===== config.mk =====
export PLATFORM = sky130hd
export DESIGN_NAME = archer_projectile_ctl
export DESIGN_NICKNAME = d
export VERILOG_FILES = /design/src/rtl/vga_pkg.sv /design/src/rtl/archer_projectile_slot.sv /design/src/rtl/archer_projectile_ctl.sv
export SDC_FILE = /design/constraint.sdc
export NUM_CORES = 1
export LEC_CHECK = 0
export BUFFER_PORTS_ARGS = -buffer_cell sky130_fd_sc_hd__buf_2
export CAP_MARGIN = 20
export CORE_UTILIZATION = 40
export CTS_BUF_LIST = sky130_fd_sc_hd__clkbuf_8 sky130_fd_sc_hd__clkbuf_16
export CTS_CLUSTER_DIAMETER = 100
export CTS_CLUSTER_SIZE = 30
export DETAILED_ROUTE_END_ITERATION = 16
export PLACE_DENSITY = 0.72
export SLEW_MARGIN = 40
export SYNTH_ARGS = -nofsm -noshare
export SYNTH_HDL_FRONTEND = slang
export SYNTH_HIERARCHICAL = 1
export SYNTH_SLANG_ARGS = --single-unit

===== constraint.sdc =====
create_clock -name clk -period 3.8 [get_ports clk]
set_input_delay 1.14 -clock clk [delete_from_list [all_inputs] [get_ports clk]]
set_output_delay 1.14 -clock clk [all_outputs]
set_load 0.05 [all_outputs]

===== src/rtl/vga_pkg.sv =====
// Shared playfield constants for the VGA game blocks.
package vga_pkg;

    localparam int         PROJECTILE_COUNT = 3;
    localparam logic [1:0] ARCHER_CLASS     = 2'd2;
    localparam int         PROJ_SPEED       = 8;
    localparam int         COOLDOWN_FRAMES  = 20;
    localparam int         COORD_W          = 12;
    localparam int         RANGE_W          = 7;

endpackage


===== src/rtl/archer_projectile_slot.sv =====
// One arrow slot: spawn latch, per-frame motion, retirement on edge/range/hit.
// Optional ARCHER_PROJ_GRAVITY_EN adds a slow downward drift and a bottom limit.
module archer_projectile_slot
    import vga_pkg::*;
#(
    parameter int PROJ_SPEED = vga_pkg::PROJ_SPEED,
    parameter int MAX_RANGE  = 64,
    parameter int X_MIN      = 0,
    parameter int X_MAX      = 1023,
    parameter int Y_MAX      = 767
) (
    input  logic               clk,
    input  logic               rst,
    input  logic               enable,
    input  logic               frame_tick,
    input  logic               spawn,
    input  logic [COORD_W-1:0] spawn_x,
    input  logic [COORD_W-1:0] spawn_y,
    input  logic               spawn_dir,
    input  logic               hit,
    output logic [COORD_W-1:0] pos_x,
    output logic [COORD_W-1:0] pos_y,
    output logic               animated
);

    localparam logic [COORD_W-1:0] SPEED      = COORD_W'(PROJ_SPEED);
    localparam logic [COORD_W-1:0] LEFT_LIM   = COORD_W'(X_MIN + PROJ_SPEED);
    localparam logic [COORD_W-1:0] RIGHT_LIM  = COORD_W'(X_MAX - PROJ_SPEED);
    localparam logic [RANGE_W-1:0] RANGE_LAST = RANGE_W'(MAX_RANGE - 1);

    logic               dir;
    logic [RANGE_W-1:0] range_cnt;
    logic               retire;

    // Retirement is decided on the pre-move position so the next step never wraps.
    always_comb begin
        retire = (dir && (pos_x < LEFT_LIM)) ||
                 (!dir && (pos_x > RIGHT_LIM)) ||
                 (range_cnt == RANGE_LAST);
`ifdef ARCHER_PROJ_GRAVITY_EN
        retire = retire || (pos_y >= COORD_W'(Y_MAX));
`endif
    end

    always_ff @(posedge clk) begin
        if (rst) begin
            pos_x     <= '0;
            pos_y     <= '0;
            dir       <= 1'b0;
            range_cnt <= '0;
            animated  <= 1'b0;
        end else if (!enable) begin
            animated <= 1'b0;
        end else if (animated) begin
            if (hit) begin
                animated <= 1'b0;
            end else if (frame_tick) begin
                if (retire) begin
                    animated <= 1'b0;
                end else begin
                    pos_x     <= dir ? (pos_x - SPEED) : (pos_x + SPEED);
                    range_cnt <= range_cnt + 1'b1;
`ifdef ARCHER_PROJ_GRAVITY_EN
                    if (range_cnt[1:0] == 2'd3)
                        pos_y <= pos_y + 1'b1;
`endif
                end
            end
        end else if (spawn) begin
            pos_x     <= spawn_x;
            pos_y     <= spawn_y;
            dir       <= spawn_dir;
            range_cnt <= '0;
            animated  <= 1'b1;
        end
    end

endmodule


===== src/rtl/archer_projectile_ctl.sv =====
// Archer projectile pool: fire-edge detect, shot cooldown, lowest-free-slot spawn.
// Build option ARCHER_PROJ_GRAVITY_EN enables arrow drop inside each slot.
module archer_projectile_ctl
    import vga_pkg::*;
#(
    parameter int PROJECTILE_COUNT = vga_pkg::PROJECTILE_COUNT,
    parameter int PROJ_SPEED       = vga_pkg::PROJ_SPEED,
    parameter int MAX_RANGE        = 64,
    parameter int COOLDOWN_FRAMES  = vga_pkg::COOLDOWN_FRAMES,
    parameter int X_MIN            = 0,
    parameter int X_MAX            = 1023,
    parameter int Y_MAX            = 767
) (
    input  logic                                  clk,
    input  logic                                  rst,
    input  logic                                  frame_tick,
    input  logic                                  fire,
    input  logic [1:0]                            game_active,
    input  logic [1:0]                            char_class,
    input  logic                                  alive,
    input  logic [COORD_W-1:0]                    pos_x_archer,
    input  logic [COORD_W-1:0]                    pos_y_archer,
    input  logic                                  flip_hor_archer,
    input  logic [PROJECTILE_COUNT-1:0]           projectile_hit,
    output logic [PROJECTILE_COUNT*COORD_W-1:0]   pos_x_proj,
    output logic [PROJECTILE_COUNT*COORD_W-1:0]   pos_y_proj,
    output logic [PROJECTILE_COUNT-1:0]           projectile_animated
);

    localparam int CD_W = $clog2(COOLDOWN_FRAMES + 1);

    logic                        fire_d;
    logic [CD_W-1:0]             cooldown;
    logic                        enable;
    logic                        fire_edge;
    logic                        slot_found;
    logic [PROJECTILE_COUNT-1:0] free_sel;
    logic                        spawn_go;
    logic [PROJECTILE_COUNT-1:0] spawn_vec;

    assign enable    = (game_active != 2'd0) && (char_class == ARCHER_CLASS) && alive;
    assign fire_edge = fire && !fire_d;

    // Free slots come from the registered animated flags, so a slot retiring
    // this cycle only becomes spawnable on the next one.
    always_comb begin
        free_sel   = '0;
        slot_found = 1'b0;
        for (int i = 0; i < PROJECTILE_COUNT; i++) begin
            if (!projectile_animated[i] && !slot_found) begin
                free_sel[i] = 1'b1;
                slot_found  = 1'b1;
            end
        end
    end

    assign spawn_go  = enable && fire_edge && (cooldown == '0) && slot_found;
    assign spawn_vec = spawn_go ? free_sel : '0;

    always_ff @(posedge clk) begin
        if (rst) begin
            fire_d   <= 1'b0;
            cooldown <= '0;
        end else begin
            fire_d <= fire;
            if (!enable)
                cooldown <= '0;
            else if (spawn_go)
                cooldown <= CD_W'(COOLDOWN_FRAMES);
            else if (frame_tick && (cooldown != '0))
                cooldown <= cooldown - 1'b1;
        end
    end

    for (genvar g = 0; g < PROJECTILE_COUNT; g++) begin : g_slot
        archer_projectile_slot #(
            .PROJ_SPEED (PROJ_SPEED),
            .MAX_RANGE  (MAX_RANGE),
            .X_MIN      (X_MIN),
            .X_MAX      (X_MAX),
            .Y_MAX      (Y_MAX)
        ) u_slot (
            .clk        (clk),
            .rst        (rst),
            .enable     (enable),
            .frame_tick (frame_tick),
            .spawn      (spawn_vec[g]),
            .spawn_x    (pos_x_archer),
            .spawn_y    (pos_y_archer),
            .spawn_dir  (flip_hor_archer),
            .hit        (projectile_hit[g]),
            .pos_x      (pos_x_proj[g*COORD_W +: COORD_W]),
            .pos_y      (pos_y_proj[g*COORD_W +: COORD_W]),
            .animated   (projectile_animated[g])
        );
    end

endmodule


### After elaboration in Yosys (flattened, before gate mapping)

Cells that the tools add are included.

* word-level logic and storage cells: 150
* output and inout port bits: 75
* flip-flop bits (word level): 105
* bits of input ports: 37

* magnitude comparators: 6
* reduce and logical (&&, ||, !) cells: 43
* equality and inequality tests: 13
* multiplexer cells: 56
* bitwise gates (word level): 4
* add/sub/neg operators: 10

Operator list (number)
* $mux 12: 18
* $mux 7: 15
* $add 12x4->12 const B: 3
* $gt 12x10->1 const B: 3
* $lt 12x4->1 const B: 3
* $sub 12x4->12 const B: 3
* $add 7x1->7 const B: 3
* $eq 7x6->1 const B: 3
* $mux 1: 20
* $ne 2x2->1 const B: 9
* $logic_and 1x1->1: 15
* $reduce_and 5->1: 3
* $mux 5: 2
* $reduce_bool 2->1: 5
* $reduce_and 3->1: 3
* $logic_not 1->1: 7
* $logic_or 1x1->1: 6
* $logic_not 5->1: 1
* $reduce_bool 5->1: 1
* $sub 5x1->5 const B: 1
* $not 1->1: 4
* $mux 3: 1
* $reduce_or 3->1: 1
* $eq 2x2->1 const B: 1
* $reduce_or 2->1: 1

### Depth between registers and ports, before layout

* word-level depth: 10
* depth in mapped cells: 12

### By module

The synthesis kept the hierarchy.

By module, submodules not included
* archer_projectile_slot: cells an instance 208, area each 1705.4 sq um, times used 3
* archer_projectile_ctl: cells an instance 42, area each 362.8 sq um, times used 1

### Worst setup path after synthesis

No wires, ideal clock.

* kind: input to register
* start: in game_active[1]
* end: reg g_slot[1].u_slot.range_cnt[3]
* arrival: 3.167 ns
* path buffers: 1
* path slack: 0.532 ns
* stages: 9
* cells stage by stage: o211ai_1 > or4b_4 > nor3b_2 > nor2b_1 > o21ai_0 > o41ai_1 > buf_6 > nand2_1 > o41ai_1

* cells in the longest elaborated chain, start to end: 9

RTL lines
* start, declared: line archer_projectile_ctl.sv:18 `input logic [1:0] game_active,`
* $reduce_bool 2->1: line archer_projectile_ctl.sv:41 `assign enable = (game_active != 2'd0) && (char_class == ARCHER_CLASS) && alive;`
* $logic_and 1x1->1 (2 in a row): line archer_projectile_ctl.sv:41
* $logic_and 1x1->1 (3 in a row): line archer_projectile_ctl.sv:57 `assign spawn_go = enable && fire_edge && (cooldown == '0) && slot_found;`
* $mux 3: line archer_projectile_ctl.sv:58 `assign spawn_vec = spawn_go ? free_sel : '0;`
* net spawn_vec[1]: line archer_projectile_ctl.sv:39 `logic [PROJECTILE_COUNT-1:0] spawn_vec;`
* $reduce_bool 2->1 (no source line)
* $reduce_and 5->1 (no source line)
* end signal, assigned: line archer_projectile_slot.sv:62 `range_cnt <= range_cnt + 1'b1;`
* end, declared: line archer_projectile_slot.sv:32 `logic [RANGE_W-1:0] range_cnt;`

The timed path passes the listed nets, and every way through them passes these cells.
A chain may end at the register's enable or synchronous reset.

### Worst setup path in the final report

* start: reg cooldown[0]
* end: reg g_slot[2].u_slot.range_cnt[5]

* cells in the longest elaborated chain, start to end: 6

RTL lines
* start, declared: line archer_projectile_ctl.sv:33 `logic [CD_W-1:0] cooldown;`
* start signal, assigned: line archer_projectile_ctl.sv:69 `cooldown <= CD_W'(COOLDOWN_FRAMES);`
* start signal, assigned: line archer_projectile_ctl.sv:71 `cooldown <= cooldown - 1'b1;`
* $logic_not 5->1: line archer_projectile_ctl.sv:57
* $logic_and 1x1->1 (2 in a row): line archer_projectile_ctl.sv:57
* $mux 3: line archer_projectile_ctl.sv:58
* net spawn_vec[2]: line archer_projectile_ctl.sv:39
* $reduce_bool 2->1 (no source line)
* $reduce_and 5->1 (no source line)
* end signal, assigned: line archer_projectile_slot.sv:62
* end, declared: line archer_projectile_slot.sv:32

The timed path passes the listed nets, and every way through them passes these cells.

==> flow_metrics.py <==
metrics = {
    "place": {
        "io_buffers": 111,
        "dp_slack_ps": 162,
        "dp_hpwl_um": 10100,
        "gp_congestion": 0.843,
        "dpl_cell_area_um2": 6160,
    },
    "sta": {
        "timing.fmax_mhz": 295,
        "drv_slew": 0,
        "finClkSkew_ps": 8.00,
        "relSlewSlack_pct": 53.7,
        "layout_setup_ws_ps": 409,
        "hold_viol_final": 0,
        "setup_tns_ps": 0,
        "tightest_slew_ps": 694,
        "post-route-period-util_pct": 89.2,
        "rsz0062_at_grt": "no",
        "setup_viol": 0,
        "min_period_ps": 3390,
    },
    "cts": {
        "ctsHtreeMaxLevel": 3,
        "cts_tree": "done",
        "cts_resized": 0,
        "postCtsHoldBufs": 0,
        "clk_pin_slew_ps": 70,
        "clock_sinks": 105,
        "insertion_delay_ps": 350,
        "cts_setup_buffers": 0,
        "clockBufferDepth": 2,
        "cts_inserted_buffers": 9,
        "cts-root-buf": "clkbuf_16",
    },
    "power": {
        "max-vdd-ir-drop_v": 0.000249,
        "leakage_uw": 0.00249,
        "cellPowerDensity_nw_per_um2": 341,
    },
    "drt": {
        "wirelength_um": 14400,
        "vias": 5243,
        "drt_pass1_iterations": 4,
        "drt-initial-drc-count": 394,
        "drtAntennaViolNets": 0,
        "wl_per_cell_um": 15.2,
        "vias_per_cell": 5.53,
        "drc": 0,
    },
    "synthesis": {
        "ys.flop_type": "dfxtp_1",
        "postSynthNetCount": 713,
        "synthArstFlopShare_pct": 0,
        "yosysWarningCount": 6,
        "ys_seq_area_share_pct": 38.4,
        "postSynthCellCount": 666,
        "syn_area_per_cell_um2": 8.23,
        "synth.distinct_cells": 53,
        "synth_edf_count": 0,
        "syn_area_um2": 5480,
        "ys_ff_latch": 105,
    },
    "critical_path": {
        "cp.arrival_ps": 3610,
        "worstSetupPathType": "flop to flop",
        "worst_setup_path_start_kind": "flop",
        "required_ps": 4020,
        "crit_path_end_kind": "flop",
        "cp_max_fo": 17,
    },
    "run_status": {
        "status": "complete, no violations",
    },
    "finish": {
        "layout-drive-gt1-share_pct": 23.7,
        "syn_to_final_growth_pct": 18.5,
        "nets": 813,
        "final_area_um2": 6490,
    },
    "min_path": {
        "worst_hold_path_type": "flop to flop",
    },
    "die": {
        "rows": 42,
        "core_region_area_um2": 13300,
        "dieArea_um2": 14200,
        "die_w_um": 119,
        "die_y_um": 119,
        "initial_core_util_pct": 41.2,
        "top_level_ports": 112,
    },
    "global_route": {
        "grt_pass1_wl_um": 23500,
        "first_global_vias": 4741,
        "grt_overflow": 0,
        "grt_max_degree": 58,
        "antenna_found_initial": 1,
        "grtUsageTotal_pct": 20.5,
    },
    "job": {
        "maxCapViolations": 0,
    },
}
[registers in the layout (all words and copies together) (netlist names)]
register                 flops
g_slot.u_slot/dir            3
g_slot.u_slot/pos_x         36
fire_d                       1
g_slot.u_slot/range_cnt     21
g_slot.u_slot/animated       3
cooldown                     5
g_slot.u_slot/pos_y         36
[cell type report]
class	count	area, um2
antenna	1	2.50
clock buffer	9	225
clock inverter	7	104
fill	1293	6800
inverter	21	78.8
multi-input combinational	501	3070
sequential	105	2100
tap	176	220
timing repair buffer	128	686
[where the power goes]
group,switching [uW],leakage [uW],internal [uW]
registers,1.31,0.000846,1100
logic,58.3,0.00147,31.2
clock network,437,0.000165,587
total,496,0.00249,1720
[final timing paths]
check	slack, ps	startpoint	endpoint	depth (start not counted)
worst max-delay path	410	cooldown[0]$_SDFFE_PP0P_	g_slot[2].u_slot/range_cnt[5]$_SDFFE_PP0P_	10
worst min-delay path	450	g_slot[2].u_slot/range_cnt[6]$_SDFFE_PP0P_	g_slot[2].u_slot/range_cnt[6]$_SDFFE_PP0P_	2
worst max register to register	410	cooldown[0]$_SDFFE_PP0P_	g_slot[2].u_slot/range_cnt[5]$_SDFFE_PP0P_	10
worst min register to register	450	g_slot[2].u_slot/range_cnt[6]$_SDFFE_PP0P_	g_slot[2].u_slot/range_cnt[6]$_SDFFE_PP0P_	2
[synthesized netlist by cell type (4+ instances only)]
cell	instances	area, um2
ha_1	10	125
or4b_4	5	68.8
nor2b_1	8	50.1
dfxtp_1	105	2100
buf_6	6	67.6
or3_1	8	50.1
nand4_1	6	37.5
nor3_2	4	40.0
and2_1	6	37.5
a22oi_1	6	45.0
a21oi_2	6	52.6
o41ai_1	6	52.6
nand2_1	133	499
nand3_1	18	90.1
a211o_1	7	61.3
o31ai_1	10	75.1
o211ai_1	7	52.6
inv_1	21	78.8
a31oi_1	10	62.6
mux2i_1	9	90.1
a21oi_1	89	445
nor2_1	30	113
nor3_1	12	60.1
nand2b_1	21	131
and3_1	4	25.0
o32ai_1	18	158
clkbuf_1	24	90.1
o21ai_0	12	60.1
buf_2	6	30.0
[kinds of logic after synthesis]
logic type               Yosys count  share of synthesized area, %
XOR/XNOR                           3                         0.480
adder cells (fa/ha/maj)           10                          2.28
multiplexers                       9                          1.64
buffers and inverters             60                          5.96
AND/OR/NAND/NOR                  278                          25.7
AO/OA/AOI/OAI                    201                          25.6
flip-flops                       105                          38.4
[metrics by stage]
stage / total power (uW) / instances / util [%] / hold slack [ps]
2_1_floorplan: 1170 / 666 / - / 428
3_3_place_gp: 1220 / 931 / 46.3 / 436
3_5_place_dp: 1220 / 931 / 46.3 / 444
4_1_cts: 2230 / 947 / 48.8 / 456
5_1_grt: 2280 / 947 / 48.8 / 476
6_report: 2220 / 948 / 48.8 / 454
[cells in the final DEF (no fill, tap or decap), types with 7 or more instances in the layout]
cell type and count:
a21oi_1 89, nand2b_1 21, o32ai_1 18, or3_1 8
o21ai_0 12, dfxtp_1 105, nor2_1 30, a31oi_1 10
nor2b_1 8, buf_4 18, inv_1 22, clkbuf_16 9
nor3_1 12, o31ai_1 10, o211ai_1 7, ha_1 10
buf_2 110, mux2i_1 9, nand3_1 18, nand2_1 133
a211o_1 7
[metal layers]
layer  part of all wire, %  track usage [%]  up-vias  routed length, um
met1                    47             27.3     2459               6690
met5                     0                0        -                  0
met2                    45             31.3      159               6440
met4                   1.7             7.04        0                241
li1                      -                -     2609                  -
met3                   7.0             6.08       16               1010
[worst max-delay path: stages (launching register included)]
cell and delay, ps:
dfxtp_1 310, inv_1 90, ha_1 210, or4b_4 520
or4b_4 540, nor3_2 160, nor2b_1 220, o21ai_0 160
o41a_1 690, a21oi_1 270, o32ai_2 100
No activity file was read; power rests on OpenSTA's default activity.
